File: src/rtl/id_stage.sv
// RV32I instruction-decode stage: combinational decode of the fetched word plus
// register-file operands, captured into a one-entry output register with flush.
module id_stage (
  input  logic        clk,
  input  logic        rst,
  input  logic        in_valid,
  output logic        in_ready,
  input  logic [31:0] in_inst,
  input  logic [31:0] in_pc,
  output logic [4:0]  rf_raddr1,
  output logic [4:0]  rf_raddr2,
  input  logic [31:0] rf_rdata1,
  input  logic [31:0] rf_rdata2,
  input  logic        flush,
  output logic        out_valid,
  input  logic        out_ready,
  output logic [31:0] out_op_a,
  output logic [31:0] out_op_b,
  output logic [3:0]  out_alu_op,
  output logic [4:0]  out_rd,
  output logic        out_reg_we,
  output logic        out_is_branch,
  output logic        out_is_jump,
  output logic [31:0] out_target,
  output logic        out_mem_rd,
  output logic        out_mem_wr,
  output logic [31:0] out_store_data,
  output logic [31:0] out_pc,
  output logic        out_illegal
);

  typedef struct packed {
    logic [31:0] op_a;
    logic [31:0] op_b;
    logic [3:0]  alu_op;
    logic [4:0]  rd;
    logic        reg_we;
    logic        is_branch;
    logic        is_jump;
    logic [31:0] target;
    logic        mem_rd;
    logic        mem_wr;
    logic [31:0] store_data;
    logic [31:0] pc;
    logic        illegal;
  } dec_t;

  localparam logic [3:0] ALU_ADD = 4'd0, ALU_SUB = 4'd1, ALU_AND = 4'd2, ALU_OR  = 4'd3,
                         ALU_XOR = 4'd4, ALU_SLL = 4'd5, ALU_SRL = 4'd6, ALU_SRA = 4'd7,
                         ALU_BEQ = 4'd8, ALU_BNE = 4'd9, ALU_BLT = 4'd10, ALU_BGE = 4'd11;

  localparam logic [6:0] OPC_OP     = 7'b0110011, OPC_OPIMM = 7'b0010011,
                         OPC_LUI    = 7'b0110111, OPC_AUIPC = 7'b0010111,
                         OPC_JAL    = 7'b1101111, OPC_JALR  = 7'b1100111,
                         OPC_BRANCH = 7'b1100011, OPC_LOAD  = 7'b0000011,
                         OPC_STORE  = 7'b0100011;

  logic [6:0]  opcode_s;
  logic [2:0]  funct3_s;
  logic [6:0]  funct7_s;
  logic [4:0]  rd_s;
  logic [31:0] imm_i_s, imm_s_s, imm_b_s, imm_u_s, imm_j_s;
  logic        ill_s, wr_s;
  dec_t        dec_s;
  dec_t        out_d, out_q;
  logic        valid_d, valid_q;

  assign opcode_s  = in_inst[6:0];
  assign funct3_s  = in_inst[14:12];
  assign funct7_s  = in_inst[31:25];
  assign rd_s      = in_inst[11:7];
  assign rf_raddr1 = in_inst[19:15];
  assign rf_raddr2 = in_inst[24:20];

  assign imm_i_s = {{20{in_inst[31]}}, in_inst[31:20]};
  assign imm_s_s = {{20{in_inst[31]}}, in_inst[31:25], in_inst[11:7]};
  assign imm_b_s = {{19{in_inst[31]}}, in_inst[31], in_inst[7], in_inst[30:25], in_inst[11:8], 1'b0};
  assign imm_u_s = {in_inst[31:12], 12'd0};
  assign imm_j_s = {{11{in_inst[31]}}, in_inst[31], in_inst[19:12], in_inst[20], in_inst[30:21], 1'b0};

  // Instruction decode; any unsupported encoding collapses to a bare illegal entry.
  always_comb begin
    dec_s    = '0;
    dec_s.pc = in_pc;
    ill_s    = 1'b0;
    wr_s     = 1'b0;
    case (opcode_s)
      OPC_OP: begin
        dec_s.op_a = rf_rdata1;
        dec_s.op_b = rf_rdata2;
        wr_s       = 1'b1;
        case (funct3_s)
          3'b000: begin
            if (funct7_s == 7'h00)      dec_s.alu_op = ALU_ADD;
            else if (funct7_s == 7'h20) dec_s.alu_op = ALU_SUB;
            else                        ill_s = 1'b1;
          end
          3'b111:  begin dec_s.alu_op = ALU_AND; ill_s = (funct7_s != 7'h00); end
          3'b110:  begin dec_s.alu_op = ALU_OR;  ill_s = (funct7_s != 7'h00); end
          3'b100:  begin dec_s.alu_op = ALU_XOR; ill_s = (funct7_s != 7'h00); end
          3'b001: begin
            dec_s.alu_op = ALU_SLL;
            dec_s.op_b   = {27'd0, rf_rdata2[4:0]};
            ill_s        = (funct7_s != 7'h00);
          end
          3'b101: begin
            dec_s.op_b = {27'd0, rf_rdata2[4:0]};
            if (funct7_s == 7'h00)      dec_s.alu_op = ALU_SRL;
            else if (funct7_s == 7'h20) dec_s.alu_op = ALU_SRA;
            else                        ill_s = 1'b1;
          end
          default: ill_s = 1'b1;
        endcase
      end
      OPC_OPIMM: begin
        dec_s.op_a = rf_rdata1;
        dec_s.op_b = imm_i_s;
        wr_s       = 1'b1;
        case (funct3_s)
          3'b000:  dec_s.alu_op = ALU_ADD;
          3'b111:  dec_s.alu_op = ALU_AND;
          3'b110:  dec_s.alu_op = ALU_OR;
          3'b100:  dec_s.alu_op = ALU_XOR;
          3'b001: begin
            dec_s.alu_op = ALU_SLL;
            dec_s.op_b   = {27'd0, in_inst[24:20]};
            ill_s        = (funct7_s != 7'h00);
          end
          3'b101: begin
            dec_s.op_b = {27'd0, in_inst[24:20]};
            if (funct7_s == 7'h00)      dec_s.alu_op = ALU_SRL;
            else if (funct7_s == 7'h20) dec_s.alu_op = ALU_SRA;
            else                        ill_s = 1'b1;
          end
          default: ill_s = 1'b1;
        endcase
      end
      OPC_LUI:   begin dec_s.op_b = imm_u_s; wr_s = 1'b1; end
      OPC_AUIPC: begin dec_s.op_a = in_pc; dec_s.op_b = imm_u_s; wr_s = 1'b1; end
      OPC_JAL: begin
        dec_s.op_a    = in_pc;
        dec_s.op_b    = 32'd4;
        dec_s.target  = in_pc + imm_j_s;
        dec_s.is_jump = 1'b1;
        wr_s          = 1'b1;
      end
      OPC_JALR: begin
        dec_s.op_a    = in_pc;
        dec_s.op_b    = 32'd4;
        dec_s.target  = (rf_rdata1 + imm_i_s) & ~32'd1;
        dec_s.is_jump = 1'b1;
        wr_s          = 1'b1;
        ill_s         = (funct3_s != 3'b000);
      end
      OPC_BRANCH: begin
        dec_s.op_a      = rf_rdata1;
        dec_s.op_b      = rf_rdata2;
        dec_s.target    = in_pc + imm_b_s;
        dec_s.is_branch = 1'b1;
        case (funct3_s)
          3'b000:  dec_s.alu_op = ALU_BEQ;
          3'b001:  dec_s.alu_op = ALU_BNE;
          3'b100:  dec_s.alu_op = ALU_BLT;
          3'b101:  dec_s.alu_op = ALU_BGE;
          default: ill_s = 1'b1;
        endcase
      end
      OPC_LOAD: begin
        dec_s.op_a   = rf_rdata1;
        dec_s.op_b   = imm_i_s;
        dec_s.mem_rd = 1'b1;
        wr_s         = 1'b1;
        ill_s        = (funct3_s != 3'b010);
      end
      OPC_STORE: begin
        dec_s.op_a       = rf_rdata1;
        dec_s.op_b       = imm_s_s;
        dec_s.mem_wr     = 1'b1;
        dec_s.store_data = rf_rdata2;
        ill_s            = (funct3_s != 3'b010);
      end
      default: ill_s = 1'b1;
    endcase
    if (ill_s) begin
      dec_s         = '0;
      dec_s.pc      = in_pc;
      dec_s.illegal = 1'b1;
    end else begin
      dec_s.rd     = wr_s ? rd_s : 5'd0;
      dec_s.reg_we = wr_s & (rd_s != 5'd0);
    end
  end

  assign in_ready = flush | ~valid_q | out_ready;

  // Output register control: flush, then capture, then drain.
  always_comb begin
    valid_d = valid_q;
    out_d   = out_q;
    if (flush) begin
      valid_d = 1'b0;
    end else if (in_valid && in_ready) begin
      valid_d = 1'b1;
      out_d   = dec_s;
    end else if (out_ready) begin
      valid_d = 1'b0;
    end else begin
      valid_d = valid_q;
    end
  end

  // State register.
  always_ff @(posedge clk or posedge rst) begin
    if (rst) begin
      valid_q <= 1'b0;
      out_q   <= '0;
    end else begin
      valid_q <= valid_d;
      out_q   <= out_d;
    end
  end

  assign out_valid      = valid_q;
  assign out_op_a       = out_q.op_a;
  assign out_op_b       = out_q.op_b;
  assign out_alu_op     = out_q.alu_op;
  assign out_rd         = out_q.rd;
  assign out_reg_we     = out_q.reg_we;
  assign out_is_branch  = out_q.is_branch;
  assign out_is_jump    = out_q.is_jump;
  assign out_target     = out_q.target;
  assign out_mem_rd     = out_q.mem_rd;
  assign out_mem_wr     = out_q.mem_wr;
  assign out_store_data = out_q.store_data;
  assign out_pc         = out_q.pc;
  assign out_illegal    = out_q.illegal;

endmodule

File: config.mk
export PLATFORM = sky130hd
export DESIGN_NAME = id_stage
export DESIGN_NICKNAME = d
export VERILOG_FILES = /design/src/rtl/id_stage.sv
export SDC_FILE = /design/constraint.sdc
export NUM_CORES = 1
export LEC_CHECK = 0
export BUFFER_PORTS_ARGS = -buffer_cell sky130_fd_sc_hd__clkbuf_2
export CAP_MARGIN = 15
export CORE_AREA = 3 3 154 156
export DETAILED_ROUTE_END_ITERATION = 12
export DIE_AREA = 0 0 157 159
export PLACE_DENSITY = 0.73
export SYNTH_ARGS = -nofsm -noshare
export SYNTH_HDL_FRONTEND = slang
export SYNTH_SLANG_ARGS = --single-unit
export TNS_END_PERCENT = 10
File: constraint.sdc
create_clock -name clk -period 14.2 [get_ports clk]
set_clock_uncertainty 0.2 [all_clocks]
set_input_delay 4.26 -clock clk [delete_from_list [all_inputs] [get_ports clk]]
set_output_delay 4.26 -clock clk [all_outputs]
set_load 0.02 [all_outputs]
==> metrics.cfg <==
[sta]
worst_slack_ns=4.74
slew_violations=0
tightest_slew_ns=0.956
timing.hold.ws_ns=0.278
setup_viol=0
fmax_mhz=106
slew_headroom=0.363
fin_crit_ns=9.46
setup-tns-final_ns=0
rsz0062_at_grt=no
post-route-period-util=0.666
hold_viol=0

[worst_setup_path]
crit_path_frequent_cell=clkbuf_2
r2r_start=out_valid
worstSetupStartpointType=input pin
worstPathCellList=clkbuf_2 -> nand2b_1 -> or2_2 -> clkbuf_2
cpMaxStageDelayCell=or2_2
end_kind=output pin
r2r_setup_slack_ns=11.05
path_max_fanout=3
critPathRequiredTime_ns=9.74
crit_type=input pin to output pin
cpPeakStageDelay_ns=0.31
timing.reg2reg.worst_path_depth=8
r2r_end=out_target[16]
crit_arrival_ns=5.00

[synth]
yosysMostFrequentCell=nand2_1
synth_fp_nets=1401
yosysTopAreaCellShare=0.413
synth_cells=1202
synth.area.top_cells=dfrtp_1 (41%), nand2_1 (8.9%), ha_1 (7.5%), o21ai_0 (4.8%), a22o_1 (4.1%)
synth_edf_count=0
yosys.area.top_type=dfrtp_1
yosys_warnings=0
yosysUniqueCellTypes=63
ys.flop_type=dfrtp_1
synth_common_cells=nand2_1 (252), dfrtp_1 (176), o21ai_0 (103), a21oi_1 (71), ha_1 (64)
yosys_register_bits=176
syn_area_um2=10700
seq_area_frac_synth=0.413
synthArstFlopShare=1.00
syn_avg_cell_area_um2=8.87

[global_routing]
overflow=0
grt_pass1_vias=10000
track_usage=0.293
grt_first_pass_wirelength_mm=57.5
grt_max_degree=90
antenna_found_initial=2

[die]
rows=55
start_util=0.474
io_pins=320
die_h_um=159
die_w_um=157
design.die.area_um2=25000
coreArea_um2=22500

[detailed_routing]
drtIter0Drc=1087
wl_met2_mm=17.2
viasPerCell=5.94
wl_per_cell_um=21.0
vias=10600
routed_wirelength_mm=37.3
antenna_left=0
dr.pass1.iters=6
top_layer=met4
route.detailed.drc=0
wl_met3_mm=3.32
drt-met1-wl_mm=15.7

[layout]
drive_above_1_share=0.255
final_cell_area_um2=13000
final_util=0.579
num-fill-cells=2048
areaGrowthSynthToFinish_pct=22.2
nets=1676

[clock_tree]
cts-root-buf=clkbuf_16
postCtsSetupBuffers=0
hold_buffers=0
cts_inserted_buffers=17
cts_tree=built
clkTransAtPathRegs_ns=0.07
cts_buffer_depth=2
cts.sinks=176
htree_num_levels=4
clock_latency_ns=0.44
cts.repair.resized=0

[power_and_ir_drop]
p_sw_frac=0.326
power.internal_mw=0.872
power_frac_comb=0.215
power_per_cell_area_nw_per_um2=99.3
p_seq_frac=0.405
switchingPower_mw=0.421
pwr-share-clk=0.380
p_leak_nw=6.64
ir_drop_v=0.0000676

[placement]
dpl_cell_area_um2=12400
post-place-ws_ns=4.73
gp_congestion=0.957
io_buffers=319
dpl.hpwl_mm=28.1

[hold_path]
worstHoldPathType=flip-flop to flip-flop
whs_endpoint=out_pc[26]
min_from=out_pc[26]
hold_path_depth=2

[run]
maxCapViolations=0

[run_status]
outcome=finished, final reports clean

[flip-flops by register name, summed over array words and instances (netlist names)]
name	cells
out_alu_op	4
out_illegal	1
out_is_branch	1
out_is_jump	1
out_mem_rd	1
out_mem_wr	1
out_op_a	32
out_op_b	32
out_pc	32
out_rd	5
out_reg_we	1
out_store_data	32
out_target	32
out_valid	1
[routing by layer]
metal  global-route usage  vias to the layer above
li1                     -                     4915
met1                0.415                     5044
met2                0.456                      539
met3               0.0484                       64
met4               0.0983                        0
met5                    0                        -
[layout by cell type, fill, tap and decap left out, drive strengths merged, types with 14 or more instances in the layout]
cell type,n
xor2,20
nand2,252
a21oi,72
a22o,50
ha,64
a21o,40
a221oi,22
inv,23
buf,14
nand3,20
a22oi,31
dfrtp,176
o21ai,103
xnor2,34
nor2,60
clkbuf,337
[power groups by stage]
| stage | logic [mW] | clock network, mW | registers, mW |
|---|---|---|---|
| after floorplan | 0.162 | 0 | 0.551 |
| after global placement | 0.270 | 0 | 0.533 |
| after detailed placement | 0.273 | 0 | 0.534 |
| after CTS | 0.276 | 0.498 | 0.524 |
| after global routing | 0.306 | 0.516 | 0.525 |
| final | 0.278 | 0.492 | 0.524 |
[per-stage QoR]
stage	power (mW)	cells
floorplan	0.713	1202
CTS	1.30	1774
global placement	0.804	1742
detailed placement	0.807	1742
finish	1.29	1777
global route	1.35	1777
[worst max path at each step]
stage               from       endpoint  slack [ns]  cells after the start
2_1_floorplan        rst  out_alu_op[0]        4.97                      1
3_3_place_gp   out_ready       in_ready        4.74                      4
3_5_place_dp   out_ready       in_ready        4.73                      4
4_1_cts        out_ready       in_ready        4.73                      4
5_1_grt        out_ready       in_ready        4.69                      4
6_report       out_ready       in_ready        4.74                      4
[worst max-delay path: cells and delay by family]
family / cells / cell delay [ns]
and+or+nand+nor: 2 / 0.50
buffers and inverters: 2 / 0.24
[logic make-up after synthesis]
family / Yosys count / share of synthesized area
simple gates: 396 / 0.158
fa+ha+maj: 66 / 0.0789
xor+xnor: 54 / 0.0444
buf+inv: 94 / 0.0379
flops: 176 / 0.413
compound gates: 413 / 0.265
mux: 3 / 0.00293
[area by class of cell]
class	count	area, um^2	area share
flip-flops and latches	176	4400	0.338
clock buffers	18	439	0.0337
multi-input cells	932	5880	0.451
well taps	285	357	0.0274
inverters	17	68.8	0.00528
diodes	2	5.00	0.000384
repair buffers	333	1700	0.131
clock inverters	14	170	0.0131
No activity file was read; power rests on OpenSTA's default activity.
